===== config.mk =====
export PLATFORM = sky130hd
export DESIGN_NAME = cdc_pkt_rx
export DESIGN_NICKNAME = d
export VERILOG_FILES = /design/src/rtl/cdc_pkg.sv /design/src/rtl/cdc_frame_fifo.sv /design/src/rtl/cdc_pkt_rx.sv
export SDC_FILE = /design/constraint.sdc
export NUM_CORES = 1
export LEC_CHECK = 0
export CAP_MARGIN = 20
export CORE_AREA = 5 5 174 126
export CTS_CLUSTER_SIZE = 20
export DETAILED_ROUTE_END_ITERATION = 6
export DIE_AREA = 0 0 179 131
export SLEW_MARGIN = 30
export SYNTH_ARGS = -nofsm -noshare
export SYNTH_HDL_FRONTEND = slang
export SYNTH_HIERARCHICAL = 1
export SYNTH_SLANG_ARGS = --single-unit

===== constraint.sdc =====
create_clock -name clkDSP_i -period 2.3 [get_ports clkDSP_i]
set_input_delay 0.345 -clock clkDSP_i [delete_from_list [all_inputs] [get_ports clkDSP_i]]
set_output_delay 0.345 -clock clkDSP_i [all_outputs]
set_load 0.005 [all_outputs]

===== src/rtl/cdc_pkg.sv =====
// Shared constants and types for the I2S-to-DSP packet receiver.
// pkt_t and frame_t describe the default configuration.
package cdc_pkg;

  localparam int PKT_WIDTH_DEF   = 16;
  localparam int NUM_CH_DEF      = 2;
  localparam int SYNC_STAGES_DEF = 2;
  localparam int FIFO_DEPTH_DEF  = 4;

  typedef logic [PKT_WIDTH_DEF-1:0]            pkt_t;
  typedef logic [NUM_CH_DEF*PKT_WIDTH_DEF-1:0] frame_t;

  // Index width that stays legal when only one entry exists.
  function automatic int idxWidth(input int n);
    return (n > 1) ? $clog2(n) : 1;
  endfunction

endpackage


===== src/rtl/cdc_frame_fifo.sv =====
// Synchronous first-word-fall-through frame FIFO with occupancy output.
// A push is accepted when not full, or when a pop happens in the same cycle.
module cdc_frame_fifo
  import cdc_pkg::*;
#(
  parameter int WIDTH = NUM_CH_DEF * PKT_WIDTH_DEF,
  parameter int DEPTH = FIFO_DEPTH_DEF
) (
  input  logic                     clkDSP_i,
  input  logic                     rstDSP_i,
  input  logic                     push_i,
  input  logic [WIDTH-1:0]         pushData_i,
  input  logic                     popReady_i,
  output logic [WIDTH-1:0]         headData_o,
  output logic                     headValid_o,
  output logic [$clog2(DEPTH):0]   level_o,
  output logic                     drop_o
);

  localparam int AW = $clog2(DEPTH);

  logic [WIDTH-1:0] mem [DEPTH];
  logic [AW:0]      wrPtr;
  logic [AW:0]      rdPtr;
  logic             empty;
  logic             full;
  logic             pop;
  logic             wrEn;

  // The extra pointer MSB separates the full and empty cases.
  assign empty   = (wrPtr == rdPtr);
  assign full    = (wrPtr[AW] != rdPtr[AW]) && (wrPtr[AW-1:0] == rdPtr[AW-1:0]);
  assign pop     = !empty && popReady_i;
  assign wrEn    = push_i && (!full || pop);
  assign drop_o  = push_i && full && !pop;
  assign level_o = wrPtr - rdPtr;

  assign headValid_o = !empty;
  assign headData_o  = empty ? '0 : mem[rdPtr[AW-1:0]];

  always_ff @(posedge clkDSP_i) begin
    // NOTE: non-blocking assignments keep every flop sampling pre-edge values.
    if (rstDSP_i) begin
      wrPtr <= '0;
      rdPtr <= '0;
    end else begin
      if (wrEn) wrPtr <= wrPtr + 1'b1;
      if (pop)  rdPtr <= rdPtr + 1'b1;
    end
  end

  // NOTE: storage is not reset; the empty flag masks stale entries on the output.
  always_ff @(posedge clkDSP_i) begin
    if (wrEn) mem[wrPtr[AW-1:0]] <= pushData_i;
  end

endmodule


===== src/rtl/cdc_pkt_rx.sv =====
// Receives toggle-qualified audio packets from the I2S domain, assembles
// frames and queues them for the DSP. Optional macro: CDC_OVF_CNT_EN.
module cdc_pkt_rx
  import cdc_pkg::*;
#(
  parameter int PKT_WIDTH   = PKT_WIDTH_DEF,
  parameter int NUM_CH      = NUM_CH_DEF,
  parameter int SYNC_STAGES = SYNC_STAGES_DEF,
  parameter int FIFO_DEPTH  = FIFO_DEPTH_DEF
) (
  input  logic                          clkDSP_i,
  input  logic                          rstDSP_i,
  input  logic                          pktToggleI2S_i,
  input  logic [PKT_WIDTH-1:0]          pktI2S_i,
  input  logic                          pktFirstI2S_i,
  output logic [NUM_CH*PKT_WIDTH-1:0]   frameDSP_o,
  output logic                          frameValidDSP_o,
  input  logic                          frameReadyDSP_i,
  output logic                          frameChangedDSP_comb_o,
  output logic [$clog2(FIFO_DEPTH):0]   levelDSP_o,
`ifdef CDC_OVF_CNT_EN
  output logic [7:0]                    ovfCntDSP_o,
`endif
  output logic                          ovfDSP_o
);

  localparam int FW   = NUM_CH * PKT_WIDTH;
  localparam int CH_W = idxWidth(NUM_CH);

  logic [SYNC_STAGES-1:0] syncQ;
  logic                   syncLast;
  logic                   prevQ;
  logic                   pktEdge;

  logic [CH_W-1:0] chIdx;
  logic [CH_W-1:0] chNext;
  logic [CH_W-1:0] slot;
  logic [FW-1:0]   asmQ;
  logic [FW-1:0]   asmNext;
  logic            pushNext;
  logic            pushQ;
  logic [FW-1:0]   pushFrameQ;
  logic [FW-1:0]   lastPopped;
  logic            pop;
  logic            drop;

  // Synchroniser is left unreset so a held toggle settles during reset.
  always_ff @(posedge clkDSP_i) begin
    syncQ <= {syncQ[SYNC_STAGES-2:0], pktToggleI2S_i};
    prevQ <= syncLast;
  end

  assign syncLast = syncQ[SYNC_STAGES-1];
  assign pktEdge  = syncLast ^ prevQ;

  always_comb begin
    // NOTE: defaults first so no path through this block infers a latch.
    asmNext  = asmQ;
    chNext   = chIdx;
    pushNext = 1'b0;
    slot     = chIdx;
    if (pktEdge) begin
      if (pktFirstI2S_i) begin
        slot    = '0;
        asmNext = '0;
      end
      asmNext[int'(slot)*PKT_WIDTH +: PKT_WIDTH] = pktI2S_i;
      if (slot == CH_W'(NUM_CH - 1)) begin
        pushNext = 1'b1;
        chNext   = '0;
      end else begin
        chNext = slot + 1'b1;
      end
    end
  end

  // The completed frame is registered once more before entering the FIFO.
  always_ff @(posedge clkDSP_i) begin
    if (rstDSP_i) begin
      chIdx      <= '0;
      asmQ       <= '0;
      pushQ      <= 1'b0;
      pushFrameQ <= '0;
    end else begin
      chIdx      <= chNext;
      asmQ       <= asmNext;
      pushQ      <= pushNext;
      pushFrameQ <= asmNext;
    end
  end

  cdc_frame_fifo #(
    .WIDTH (FW),
    .DEPTH (FIFO_DEPTH)
  ) u_fifo (
    .clkDSP_i    (clkDSP_i),
    .rstDSP_i    (rstDSP_i),
    .push_i      (pushQ),
    .pushData_i  (pushFrameQ),
    .popReady_i  (frameReadyDSP_i),
    .headData_o  (frameDSP_o),
    .headValid_o (frameValidDSP_o),
    .level_o     (levelDSP_o),
    .drop_o      (drop)
  );

  assign pop                    = frameValidDSP_o && frameReadyDSP_i;
  assign frameChangedDSP_comb_o = pop && (frameDSP_o != lastPopped);

  always_ff @(posedge clkDSP_i) begin
    if (rstDSP_i) begin
      lastPopped <= '0;
      ovfDSP_o   <= 1'b0;
    end else begin
      if (pop)  lastPopped <= frameDSP_o;
      if (drop) ovfDSP_o   <= 1'b1;
    end
  end

`ifdef CDC_OVF_CNT_EN
  always_ff @(posedge clkDSP_i) begin
    if (rstDSP_i)                        ovfCntDSP_o <= '0;
    else if (drop && ovfCntDSP_o != 8'hFF) ovfCntDSP_o <= ovfCntDSP_o + 8'd1;
  end
`else
  // Without the counter, dropped frames are reported only by the sticky flag.
`endif

endmodule


==> impl_metrics.tcl <==
set metrics [dict create \
    regArea_um2 5410 \
    top_layer_used "met4" \
    drive_above_1_share_pct 35.5 \
    vdd.ir_drop.worst_mv 0.481 \
    required_ns 1.96 \
    synthToLayoutAreaGrowth_pct 36.1 \
    cp_top_family "simple AND/OR/NAND/NOR gates" \
    antenna_left 0 \
    cp_cell_sequence "buf_12, buf_16, mux4_2, nor2b_4, xnor2_2, nand4_1, nor4_2, a21oi_2, buf_2" \
    r2r-end "lastPopped[19]" \
    row_count 44 \
    setup_slack_ns -0.831 \
    die_w_um 179 \
    n_fill_cell 1636 \
    htreeDepth 1 \
    netlist_area_um2 8060 \
    hold_ws_ns 0.262 \
    maxSlewHeadroom_pct 64.5 \
    synth_area_per_cell_um2 14.2 \
    synthTopCellsByCount "edfxtp_1, nand2_1, dfxtp_1" \
    status "finished with violations" \
    gp_congestion 0.820 \
    finalCriticalPeriod_ns 3.13 \
    yosysSeqAreaShare_pct 67.0 \
    reg2reg_depth 11 \
    hold_violations 0 \
    fin_skew_ns 0.00885 \
    critical_path_class "flip-flop to output pin" \
    synthMuxAreaShare_pct 9.65 \
    hp-start "rstDSP_i" \
    slowest_stage "mux4_2" \
    async_reset_ff_share_pct 0 \
    viasPerCell 5.05 \
    dp.cells 933 \
    clock-root-buffer "clkbuf_16" \
    synth.area.top_cells "edfxtp_1, dfxtp_1, mux4_2" \
    drtIter0Drc 383 \
    wl_per_cell_um 19.9 \
    cts_sinks 206 \
    tightest_slew_ns 0.532 \
    synth_top_family_by_area "simple AND/OR/NAND/NOR gates" \
    io_buffers 58 \
    grt_pass1_wl_um 30200 \
    synth.top_cell.area_share_pct 47.7 \
    grt_usage_pct 17.2 \
    synthAdderAreaFrac_pct 1.33 \
    cp-start-kind "flip-flop" \
    hold_depth 2 \
    finalNetCount 740 \
    synth.distinct_cells 42 \
    drc_errors 0 \
    hold_end "chIdx" \
    clock.fmax_mhz 319 \
    wl_met2_um 8970 \
    finalMaxSlewViolations 0 \
    cts_tree "yes" \
    cap_violations 0 \
    first_pass_iters 4 \
    cp_slowest_stage_delay_ns 0.55 \
    powerDensity_nw_per_um2 908 \
    violations "setup timing" \
    num_vias 5058 \
    die_h_um 131 \
    leakage_nw 3.91 \
    dieArea_um2 23400 \
    globalRoute.totalOverflow 0 \
    synth_xor_area_share_pct 3.99 \
    multi_input_area_um2 2780 \
    synth-seq-cells 206 \
    synth_most_common_cell "edfxtp_1" \
    clkLatencyLatePin_ns 0.50 \
    grt_pass1_vias 5129 \
    grt_max_degree 34 \
    setup_violations 33 \
    crit_cells 9 \
    path_clk_slew_ns 0.06 \
    dp_hpwl_um 12300 \
    antenna_found_initial 0 \
    crit_buf_inv 3 \
    synthFlopType "edfxtp_1" \
    syn-num-nets 597 \
    initial_core_util_pct 39.9 \
    arrival_ns 2.79 \
    cp-end-kind "output pin" \
    synthCells 568 \
    hold_buffers 0 \
    layoutNonFillerInstCount 1002 \
    clk_path_buf_depth 3 \
    yosysTopAreaCell "edfxtp_1" \
    synth_edf_count 128 \
    insertedDiodeCount 0 \
    route.met3.wl_um 1410 \
    wl_um 19900 \
    hold_path.class "input pin to flip-flop" \
    met1_length_um 9240 \
    cts_inserted_buffers 21 \
    synth_compound_area_share_pct 5.82 \
    r2r_start "u_fifo/wrPtr[0]" \
    io_pins 59 \
    core_region_area_um2 20200 \
    min_period_over_period_pct 136 \
    synthSimpleGateAreaFrac_pct 9.75 \
    rsz0062_at_grt "true" \
    crit_fanout 5 \
    reg2reg_slack_ns 0.16 \
    synth-warning-count 6 \
]
-- layout by cell type, fill, tap and decap left out, types with 5 or more instances in the layout --
| master | instances |
|---|---|
| buf_6 | 67 |
| buf_12 | 12 |
| nand2_1 | 103 |
| nor2b_4 | 32 |
| dfxtp_1 | 74 |
| mux4_2 | 32 |
| ha_1 | 5 |
| and2_1 | 5 |
| edfxtp_1 | 128 |
| nor2_1 | 6 |
| inv_1 | 6 |
| a21oi_1 | 49 |
| a22o_1 | 6 |
| clkdlybuf4s50_1 | 21 |
| nand4_1 | 8 |
| buf_4 | 34 |
| xnor2_2 | 5 |
| xnor2_1 | 29 |
| clkbuf_16 | 21 |
| a22o_2 | 10 |
-- kinds of logic (layout without fill, tap and decap cells) --
group,after synthesis,in the layout
AO/OA/AOI/OAI,74,74
flip-flops,206,206
buffers and inverters,40,198
adder cells (fa/ha/maj),8,8
multiplexers,37,37
AND/OR/NAND/NOR,168,168
XOR/XNOR,35,35
-- cell type report --
cell class                      count  area share [%]
Clock buffer                       27            5.36
Clock inverter                     11            1.25
Inverter                           10           0.342
Multi-Input combinational cell    322            25.3
Sequential cell                   206            49.3
Tap cell                          276            3.15
Timing Repair Buffer              150            15.2
-- power by group --
part	total (W)	internal, W	switching, W
Clock	0.00355	0.00215	0.00140
Combinational	0.00234	0.00130	0.00104
Sequential	0.00407	0.00400	0.0000708
-- worst max-delay path by stage --
stage | start | end
global route | flip-flop | frameChangedDSP_comb_o
finish | flip-flop | frameChangedDSP_comb_o
CTS | flip-flop | frameChangedDSP_comb_o
floorplan | u_fifo/rdPtr[1] | frameChangedDSP_comb_o
global placement | u_fifo/rdPtr[1] | frameChangedDSP_comb_o
detailed placement | u_fifo/rdPtr[1] | frameChangedDSP_comb_o
-- stage by stage --
step / power [W] / worst slack, ns / TNS (ns) / instance area (um2) / utilization, %
after floorplan: 0.00517 / 0.00182 / 0 / 8310 / -
after global routing: 0.0103 / -0.945 / -8.16 / 11000 / 54.3
after global placement: 0.00588 / -0.626 / -1.43 / 9580 / 47.4
final: 0.00996 / -0.831 / -6.06 / 11000 / 54.3
after detailed placement: 0.00591 / -0.724 / -2.10 / 9580 / 47.4
after CTS: 0.00988 / -0.803 / -9.45 / 10800 / 53.4
-- metal layers --
layer	vias to the layer above	global-route usage (%)
li1	2345	-
met5	-	0
met1	2549	26.4
met4	0	3.20
met2	135	25.9
met3	29	3.11
-- worst register-to-register path: cells and delay by family, from the launching register on --
kind                       cells  cell delay [ns]
adders and majority gates      1             0.26
DFF                            1             0.33
buffers and inverters          5             0.69
and+or+nand+nor                4             0.60
AOI/OAI and AO/OA              1             0.19
-- state kept, by name, summed over array words and instances (netlist names), named ones only --
signal and cells:
u_fifo/mem 128, ovfDSP_o 1, lastPopped 32, pushFrameQ 32, u_fifo/rdPtr 3, pushQ 1, prevQ 1, u_fifo/wrPtr 3
syncQ 2, chIdx 1
-- what timing repair did --
| action | 4_1_cts | 5_1_grt |
|---|---|---|
| setup buffers | 14 | 29 |
| pin swaps | 6 | 4 |
| gates resized for setup | 153 | 82 |
| gates cloned | 6 | 0 |
| setup endpoints to repair | 36 | 68 |
No activity file was read; power rests on OpenSTA's default activity.
